<file path="config.mk">
export PLATFORM = sky130hd
export DESIGN_NAME = seq_magnitude_comparator
export DESIGN_NICKNAME = d
export VERILOG_FILES = /design/src/rtl/cmp_pkg.sv /design/src/rtl/chunk_compare.sv /design/src/rtl/seq_magnitude_comparator.sv
export SDC_FILE = /design/constraint.sdc
export NUM_CORES = 1
export LEC_CHECK = 0
export BUFFER_PORTS_ARGS = -buffer_cell sky130_fd_sc_hd__buf_2
export CAP_MARGIN = 40
export CORE_ASPECT_RATIO = 0.5
export CORE_MARGIN = 5
export CORE_UTILIZATION = 30
export CTS_BUF_LIST = sky130_fd_sc_hd__clkbuf_8 sky130_fd_sc_hd__clkbuf_16
export DETAILED_ROUTE_END_ITERATION = 16
export PLACE_DENSITY = 0.5
export SLEW_MARGIN = 20
export SYNTH_ARGS = -nofsm -noshare
export SYNTH_HDL_FRONTEND = slang
export SYNTH_SLANG_ARGS = --single-unit
</file>
<file path="constraint.sdc">
create_clock -name clk -period 2.9 [get_ports clk]
set_input_delay 0.435 -clock clk [delete_from_list [all_inputs] [get_ports clk]]
set_output_delay 0.435 -clock clk [all_outputs]
set_load 0.01 [all_outputs]
</file>
<file path="src/rtl/cmp_pkg.sv">
// Shared types and helpers for the sequential magnitude comparator.
package cmp_pkg;

  typedef enum logic [1:0] {
    IDLE = 2'd0,
    RUN  = 2'd1,
    DONE = 2'd2
  } cmp_state_e;

  typedef enum logic [1:0] {
    CMP_EQ = 2'd0,
    CMP_LT = 2'd1,
    CMP_GT = 2'd2
  } cmp_result_e;

  // Ceiling log2; clog2(1) is 0, so callers wanting a usable width clamp to 1.
  function automatic int clog2(input int value);
    int res;
    int rem;
    res = 0;
    rem = value - 1;
    while (rem > 0) begin
      res = res + 1;
      rem = rem >> 1;
    end
    return res;
  endfunction

endpackage

</file>
<file path="src/rtl/chunk_compare.sv">
// Combinational unsigned compare of one chunk. Flipping the top bit of
// both operands turns a two's-complement compare into an unsigned one.
module chunk_compare
  import cmp_pkg::*;
#(
  parameter int CHUNK = 4
) (
  input  logic [CHUNK-1:0] a,
  input  logic [CHUNK-1:0] b,
  input  logic             msb_invert,
  output logic             gt,
  output logic             lt,
  output logic             eq
);

  logic [CHUNK-1:0] mask;
  logic [CHUNK-1:0] xa;
  logic [CHUNK-1:0] xb;

  // Bias the sign bit when this chunk carries the operand sign, then compare.
  always_comb begin
    mask             = '0;
    mask[CHUNK-1]    = msb_invert;
    xa               = a ^ mask;
    xb               = b ^ mask;
    gt               = (xa > xb);
    lt               = (xa < xb);
    eq               = (xa == xb);
  end

endmodule

</file>
<file path="src/rtl/seq_magnitude_comparator.sv">
// Multi-cycle magnitude comparator: walks the operands CHUNK bits per
// cycle from the MSB end, optionally stopping at the first difference.
module seq_magnitude_comparator
  import cmp_pkg::*;
#(
  parameter int WIDTH      = 16,
  parameter int CHUNK      = 4,
  parameter int EARLY_EXIT = 1
) (
  input  logic                                 clk,
  input  logic                                 rst,
  input  logic                                 in_valid,
  output logic                                 in_ready,
  input  logic [WIDTH-1:0]                     a,
  input  logic [WIDTH-1:0]                     b,
  input  logic                                 is_signed,
  output logic                                 out_valid,
  input  logic                                 out_ready,
  output logic                                 greater,
  output logic                                 less,
  output logic                                 equal,
  output logic [clog2(WIDTH/CHUNK+1)-1:0]      out_cycles
);

  localparam int NCHUNK = WIDTH / CHUNK;
  localparam int CW     = clog2(NCHUNK + 1);
  localparam int IDXW   = (NCHUNK > 1) ? clog2(NCHUNK) : 1;

  if ((WIDTH % CHUNK) != 0) begin : g_bad_width
    $error("seq_magnitude_comparator: WIDTH must be a multiple of CHUNK");
  end

  cmp_state_e       state;
  cmp_state_e       next_state;
  logic [WIDTH-1:0] a_sh;
  logic [WIDTH-1:0] b_sh;
  logic             sgn;
  logic [IDXW-1:0]  idx;
  logic [CW-1:0]    cnt;
  cmp_result_e      res;
  logic             found;
  logic             chunk_gt;
  logic             chunk_lt;
  logic             chunk_eq;
  logic             msb_inv;
  logic             last_chunk;
  logic             done_hold;

  assign in_ready   = (state == IDLE);
  assign last_chunk = (idx == IDXW'(0));
  assign msb_inv    = sgn && (idx == IDXW'(NCHUNK - 1));
  assign done_hold  = (state == DONE) && (next_state == DONE);

  chunk_compare #(.CHUNK(CHUNK)) u_chunk (
    .a          (a_sh[WIDTH-1 -: CHUNK]),
    .b          (b_sh[WIDTH-1 -: CHUNK]),
    .msb_invert (msb_inv),
    .gt         (chunk_gt),
    .lt         (chunk_lt),
    .eq         (chunk_eq)
  );

  // State register.
  always_ff @(posedge clk or posedge rst) begin
    if (rst) begin
      state <= IDLE;
    end else begin
      state <= next_state;
    end
  end

  // Next-state decode; a fresh difference or the last chunk ends the scan.
  always_comb begin
    next_state = state;
    case (state)
      IDLE: begin
        if (in_valid) begin
          next_state = RUN;
        end else begin
          next_state = IDLE;
        end
      end
      RUN: begin
        if (!found && !chunk_eq && (EARLY_EXIT != 0)) begin
          next_state = DONE;
        end else if (last_chunk) begin
          next_state = DONE;
        end else begin
          next_state = RUN;
        end
      end
      DONE: begin
        if (out_valid && out_ready) begin
          next_state = IDLE;
        end else begin
          next_state = DONE;
        end
      end
      default: next_state = IDLE;
    endcase
  end

  // Operand shifters, chunk index, cycle counter and sticky result.
  always_ff @(posedge clk or posedge rst) begin
    if (rst) begin
      a_sh  <= '0;
      b_sh  <= '0;
      sgn   <= 1'b0;
      idx   <= '0;
      cnt   <= '0;
      res   <= CMP_EQ;
      found <= 1'b0;
    end else begin
      case (state)
        IDLE: begin
          if (in_valid) begin
            a_sh  <= a;
            b_sh  <= b;
            sgn   <= is_signed;
            idx   <= IDXW'(NCHUNK - 1);
            cnt   <= '0;
            res   <= CMP_EQ;
            found <= 1'b0;
          end
        end
        RUN: begin
          cnt  <= cnt + CW'(1);
          a_sh <= a_sh << CHUNK;
          b_sh <= b_sh << CHUNK;
          if (!last_chunk) begin
            idx <= idx - IDXW'(1);
          end
          if (!found && !chunk_eq) begin
            res   <= chunk_gt ? CMP_GT : CMP_LT;
            found <= 1'b1;
          end
        end
        default: begin
          found <= found;
        end
      endcase
    end
  end

  // Registered result outputs; live only while the result is being offered.
  always_ff @(posedge clk or posedge rst) begin
    if (rst) begin
      out_valid  <= 1'b0;
      greater    <= 1'b0;
      less       <= 1'b0;
      equal      <= 1'b0;
      out_cycles <= '0;
    end else begin
      out_valid  <= done_hold;
      greater    <= done_hold && (res == CMP_GT);
      less       <= done_hold && (res == CMP_LT);
      equal      <= done_hold && (res == CMP_EQ);
      out_cycles <= done_hold ? cnt : '0;
    end
  end

endmodule

</file>
Word-level counts from Yosys, hierarchy flattened
Index checks and enable logic that the tools add are counted.
Word-level totals
  register bits after elaboration: 50
  bits in latches: 0
  bits in writable memories: 0
  bits in read-only memories: 0
  bits of input ports: 37
  word-level logic and storage cells: 67
  memories: 0
Cells by class
  $add $sub $neg: 2
  multipliers: 0
  divide/modulo/power cells: 0
  magnitude comparators: 1
  eq/ne operators: 10
  shift-type cells: 0
  multiplexer cells: 22
  bitwise gates (word level): 2
  reductions and logical operators: 17
Operators with widths (count)
  $pmux 16 s2: 2
  $mux 16: 2
  $mux 2: 8
  $eq 2x2->1 const B: 4
  $pmux 2 s2: 2
  $xor 4x4->4: 2
  $logic_and 1x1->1: 7
  $logic_not 2->1: 3
  $mux 3: 2
  $ne 2x2->1 const B: 3
  $pmux 2 s3: 1
  $pmux 3 s2: 1
  $reduce_and 3->1: 2
  $eq 2x1->1 const B: 2
  $eq 4x4->1: 1
  $gt 4x4->1: 1
  $reduce_and 2->1: 2
  $add 3x1->3 const B: 1
  $mux 1: 3
  $logic_not 1->1: 2
  $pmux 1 s2: 1
  $reduce_bool 2->1: 1
  $sub 2x1->2 const B: 1

Longest topological paths before layout
Gate-level depths: netlist of run 1.
  depth after elaboration: 11
  depth in mapped cells: 6
  mapped depth without buffers: 6

Modules after synthesis
A second synthesis of run 1 with hierarchy kept.
Unflattened totals
  cells, all modules: 223
  area total of the unflattened synthesis: 2277.2 um^2
By module, submodules not included
  seq_magnitude_comparator: times used 1, cells each 206, area each 2134.5 um^2, sequential area each 1251.2 um^2
  chunk_compare: times used 1, cells each 17, area each 142.6 um^2, sequential area each 0.0 um^2

Worst setup path before layout of run 1
No wires, ideal clock.
  path kind: register to register
  start: register a_sh[14]
  end: register res[0]
  library setup time: 0.090 ns
  data arrival time: 1.266 ns
  required time: 2.810 ns
  setup slack: 1.543 ns
  stages on the path, launching flop included: 6
  cells stage by stage: dfrtp_1 > ha_1 > a21oi_1 > o221ai_1 > and3_1 > o221ai_1
On the way
  cells in the longest elaborated chain, start to end: 6
  elaborated cells on any way between the ends: 10
  classes of those cells: 1 x order compare; 2 x eq/ne; 3 x mux; 1 x bitwise; 3 x reduce/logical
Ends and longest elaborated chain
  start, declared: line seq_magnitude_comparator.sv:35  | logic [WIDTH-1:0] a_sh;
  start signal, assigned: line seq_magnitude_comparator.sv:128  | a_sh <= a_sh << CHUNK;
  $xor 4x4->4 *: line chunk_compare.sv:24  | xa = a ^ mask;
  parallel branches: the longest is 5 deep, another holds $gt 4x4->1
  end signal, assigned: line seq_magnitude_comparator.sv:134  | res <= chunk_gt ? CMP_GT : CMP_LT;
  end, declared: line seq_magnitude_comparator.sv:40  | cmp_result_e res;
Mark *: on every way between the ends. The select of a mux whose other input is x is not followed.
A chain may end at the register's enable or synchronous reset.

Final worst setup path of run 1
  start: register state[1]
  end: register a_sh[3]
On the way
  cells in the longest elaborated chain, start to end: 3
  elaborated cells on any way between the ends: 6
  classes of those cells: 2 x eq/ne; 1 x mux; 3 x reduce/logical
Ends and longest elaborated chain
  start, declared: line seq_magnitude_comparator.sv:33  | cmp_state_e state;
  start signal, assigned: line seq_magnitude_comparator.sv:68  | state <= next_state;
  $eq 2x1->1 / $logic_not 2->1 (equally long branches): line seq_magnitude_comparator.sv:114  | case (state)
  $reduce_bool 2->1 (no line) / $ne 2x2->1 (equally long branches)
  $reduce_and 2->1 (no line)
Several ways; a longest one is shown, not always the timed one.

==> run metrics, run 1 <==
status=completed; nets=~330; Die Ht=71.44 um; Post-Synth XOR/XNOR Area=0.007735; setup TNS=0 ps; routed wl met2=about 2.1 mm; CTS clock-pin slew for the worst setup and hold paths=60 ps; # Post-CTS Setup Buffers=0; final setup fails=0; Seq cells post-synth=50; drt total wl=4.738 mm; initial antenna violation count=0; Adder-Cell Fraction of Synth Area=0.03315; detailed-placement wirelength estimate=3.415 mm; PostCTS Resize Cnt=0; Fin Hold WS=97.49 ps; drt initial violations=75; Setup crit start kind=register; first-pass GRT wire length=roughly 8.3 mm; worst-path fanout max=30; Fmax=0.5719 GHz; CTS Buf Count=5; Final min period=approximately 1700 ps; most frequent cell after synthesis=nand2_1; vias in the first global route=1799; Clk Latency, worst-skew pair=280 ps; compound-gate portion of the synthesized area=0.1293; Clock Sinks=50; Worst-Margin Slew=718.6 ps; Main synth FF type=dfrtp_1; Worst R2R Path Depth=4; I/O Pins=45; worst path required time=3080 ps; synth top area cells=dfrtp_1, nand2_1, a31oi_1; Top Metal Used=met4; Hold Path Class=primary input to asynchronous set/reset pin; period utilization=0.6030; routability cong.=0.7608; All-Layer GR Usage=0.1066; Post-synth EDFFs=0; Port-buffer cells=44; Die X=roughly 130 um; Core Region=about 7300 sq um; sequential-to-total area share from yosys stat=0.5525; synth cell count leaders=nand2_1, dfrtp_1, nor2_1, a31oi_1, o21ai_0; Vias/cell=4.536; Yosys top cell area share=0.5525; Ys Warns=0; RR Startpoint=state[1]$_DFF_PP0_; fraction of registers with async set or reset after synthesis=1.000; Slew Viols, Final=0; final hold viol count=0; GRT overflow=0; Initial Util=0.3093; CTS tree=yes; Synth Area in Simple Gates=0.2343; dominant cell type by area after synthesis=dfrtp_1; Inserted Diodes=0; worst ir drop on vdd=352.1 uV; layout cells sized above 1=0.2123; RSZ-0062 raised after global routing=false; FP Rows=22; power after layout=2.863 mW; Clock Tree Root=clkbuf_16; synthesized area=2265 sq um; Yosys cell types=28; Final Skew=4.794 ps; hold buffers post-CTS=0; Die Area=9492 sq um; flop-to-flop setup slack=1150 ps; syn_nets=293; pin count of the biggest net entering global routing=36; mux share of post-synthesis cell area=0; routed vias=1760; Syn Area/Cell=between 9 and 10 sq um; Post-route DRC=0; metal3 WL=186 um; post-route ant nets=0; WL/cell=~12 um; WL met1=2.394 mm; R2R Path End=a_sh[3]$_DFFE_PP0P_; Cells after Synth=250; area grow syn2layout=20.11%; htree depth=2; 1st-pass router iterations=5; Leak Pwr=1.325 nW; critical path class=register to register; relative slew slack=0.5200; CP Data Arrival Time=1930 ps; P per Cell Area=roughly 1100 nW/um^2; main combinational cell family by area after synthesis=simple AND/OR/NAND/NOR gates; Max Cap Viol=0; clk buf depth=2; Crit. End Element=register
-- report_power, final --
| part | switching [mW] | internal [mW] | leakage (nW) |
|---|---|---|---|
| logic | 0.645 | 0.439 | 0.630 |
| clock network | 0.234 | 0.338 | 0.0780 |
| registers | 0.200 | 1.01 | 0.617 |
-- logic make-up (layout without fill, tap and decap cells) --
group | count (synthesis) | count (layout)
adders and majority gates | 6 | 6
AOI/OAI and AO/OA | 46 | 46
and+or+nand+nor | 125 | 125
buffers and inverters | 21 | 63
xor gates and xnor gates | 2 | 2
DFF | 50 | 50
-- registers in the layout, indices dropped and copies added, names as in the netlist --
| register | count |
|---|---|
| a_sh | 16 |
| res | 2 |
| state | 2 |
| less | 1 |
| cnt | 3 |
| idx | 2 |
| equal | 1 |
| out_cycles | 3 |
| sgn | 1 |
| greater | 1 |
| out_valid | 1 |
| found | 1 |
| b_sh | 16 |
-- worst max path at each step --
stage | startpoint | end | slack (ps) | cells after the start
5_1_grt | state[1]$_DFF_PP0_ | a_sh[3]$_DFFE_PP0P_ | 990 | 4
4_1_cts | state[1]$_DFF_PP0_ | a_sh[3]$_DFFE_PP0P_ | 1130 | 4
6_report | state[1]$_DFF_PP0_ | a_sh[3]$_DFFE_PP0P_ | 1150 | 4
2_1_floorplan | rst | a_sh[0]$_DFFE_PP0P_ | 1260 | 1
3_5_place_dp | state[1]$_DFF_PP0_ | a_sh[3]$_DFFE_PP0P_ | 1150 | 4
3_3_place_gp | state[1]$_DFF_PP0_ | a_sh[0]$_DFFE_PP0P_ | 1310 | 4
-- cell type report --
cell class              instances  area [sq um]
inverters                       7         26.28
clock inverters                 2         8.758
clock buffers                   6         138.9
well taps                      96         120.1
multi-input cells             179         924.6
fillers                       770          4602
repair buffers                 48         250.2
flip-flops and latches         50          1251
-- cell usage in the layout, fill, tap and decap left out, drive strengths merged --
| cell type | count |
|---|---|
| buf | 48 |
| nor3b | 3 |
| o21ai | 14 |
| clkinv | 1 |
| nand3b | 2 |
| nor3 | 3 |
| nor2 | 28 |
| nand3 | 4 |
| nand4b | 1 |
| xnor2 | 1 |
| inv | 8 |
| a41oi | 1 |
| clkbuf | 6 |
| a31oi | 21 |
| and3 | 1 |
| xor2 | 1 |
| o221ai | 3 |
| o31ai | 1 |
| nor2b | 1 |
| ha | 6 |
| and2 | 4 |
| dfrtp | 50 |
| nand2b | 1 |
| nand2 | 77 |
| a21oi | 6 |
-- worst max-delay path, cell delays in order, from the launching register on --
cell,delay [ps]
dfrtp_1,450
nand2b_2,520
buf_4,380
nand2_1,80
o21ai_0,210
-- metrics by stage --
| stage | utilization | cells | cell area, sq um | worst slack [ps] |
|---|---|---|---|---|
| floorplan | - | 250 | 2265 | 1264 |
| global placement | 0.3513 | 380 | 2572 | 1307 |
| detailed placement | 0.3513 | 380 | 2572 | 1153 |
| CTS | 0.3715 | 388 | 2720 | 1129 |
| global route | 0.3715 | 388 | 2720 | 991.7 |
| finish | 0.3715 | 388 | 2720 | 1151 |
-- routing by layer --
layer  up-vias  global-route usage
met2        25              0.1736
li1        920                   -
met5         -                   0
met3         2             0.02875
met1       813              0.1408
met4         0             0.03111
Power figures use the tool's default switching activity.
==> inputs of run 2 (changes only) <==
- PLACE_DENSITY: 0.5 -> 0.51
- clock period: 2.9 -> 1.54 ns (I/O delays scaled with it)
==> run 2 against run 1 <==
  * Total power grew 98%
  * Sequential power grew 88%
  * Sequential cell count is the same
  * Clock-buffer cell count is the same
  * Setup slack lost 1000 ps
  * Maximum frequency grew 22%
  * Largest power group unchanged
==> run metrics, run 2 (synthesis results as in run 1) <==
final setup fails=0; drt total wl=about 5 mm; post-route ant nets=0; Max Cap Viol=0; CTS Buf Count=5; drt initial violations=102; GRT overflow=0; Finished Layout Cells=398; DP Worst Slack=85.94 ps; Clock Tree Root=clkbuf_16; vias in the first global route=approximately 2000; critical path class=register to register; Core Region=7322 sq um; routed vias=1858; Die X=132.9 um; worst path required time=1690 ps; Hold Path Class=primary input to register; worst-path fanout max=2; Clk Latency, worst-skew pair=280 ps; period utilization=0.9314; power after layout=5.661 mW; RSZ-0062 raised after global routing=false; Fmax=0.6972 GHz; Fin Hold WS=139.2 ps; pin count of the biggest net entering global routing=47; relative slew slack=0.7259; Initial Util=0.3093; I/O Pins=between 40 and 50; layout cells sized above 1=0.2384; Slew Viols, Final=0; Final Skew=3.523 ps; FP Rows=22; first-pass GRT wire length=around 8.3 mm; final hold viol count=0; Vias/cell=4.668; CP Data Arrival Time=1580 ps; Worst-Margin Slew=~410 ps; area grow syn2layout=25.97%; WL/cell=12.86 um; commonest non-fill, non-tap cell in the layout=nand2_1; routability cong.=0.8046; All-Layer GR Usage=0.1058; status=completed; post-layout util=0.3896; Inserted Diodes=0; Port-buffer cells=44; htree depth=2; setup TNS=0 ps; Crit. End Element=register; CTS clock-pin slew for the worst setup and hold paths=60 ps; most frequent cells in the layout=nand2_1, dfrtp_1, buf_2, nor2_1, a31oi_1; Clock Sinks=50; Regs by FF count=a_sh (16), b_sh (16); Post-route DRC=0; nets=344; Leak Pwr=1.387 nW; detailed-placement wirelength estimate=3.556 mm; placed cell area=2643 sq um; flop-to-flop setup slack=110 ps; worst setup margin=105.7 ps; post-route cell area=2853 sq um; clk buf depth=2; P per Cell Area=1984 nW/um^2; Die Area=9492 sq um; dpl cells=386; 1st-pass router iterations=4; Die Ht=71.44 um; worst ir drop on vdd=622.6 uV; Setup crit start kind=register; Final min period=approximately 1400 ps; CTS tree=yes; initial antenna violation count=0
-- run 2: timing repair --
action                     CTS  global route
setup buffers                0             2
setup endpoints to repair    0             2
hold buffers                 1             0
hold endpoints to repair    15             0
gates resized for setup      0             1
-- run 2: worst paths after layout --
path	startpoint	end	cells past startpoint
worst max-delay path	a_sh[13]$_DFFE_PP0P_	res[0]$_DFFE_PP0P_	5
max in group asynchronous	rst	cnt[0]$_DFFE_PP0P_	4
worst min-delay path	is_signed	sgn$_DFFE_PP0P_	3
worst min register to register	b_sh[10]$_DFFE_PP0P_	b_sh[14]$_DFFE_PP0P_	2
worst max register to register	a_sh[13]$_DFFE_PP0P_	res[0]$_DFFE_PP0P_	5
min in group asynchronous	rst	b_sh[7]$_DFFE_PP0P_	3
-- run 2: final cells by class --
class | count | area (sq um)
Tap cell | 96 | 120.1
Clock inverter | 2 | 8.758
Timing Repair Buffer | 58 | 370.4
Fill cell | 765 | 4469
Inverter | 7 | 26.28
Multi-Input combinational cell | 179 | 937.1
Clock buffer | 6 | 138.9
Sequential cell | 50 | 1251
-- run 2: per-layer routing --
layer  vias up  track usage  wire (um)
li1        931            -          -
met1       886       0.1311       2490
met2        37       0.1837       2319
met3         4      0.02805        241
met4         0      0.03111         67
met5         -            0          0
-- run 2: critical path, stage by stage (launching register included) --
cell      delay (ps)
dfrtp_1          390
ha_1             340
nand2_1           60
o221ai_1         200
and3_1           190
o221ai_1         120
-- run 2: where the power goes --
part           leakage, nW  switching [mW]  total [mW]  internal, mW
clock network       0.0780           0.456        1.09         0.638
logic                0.692            1.28        2.28          1.00
registers            0.617           0.387        2.28          1.90
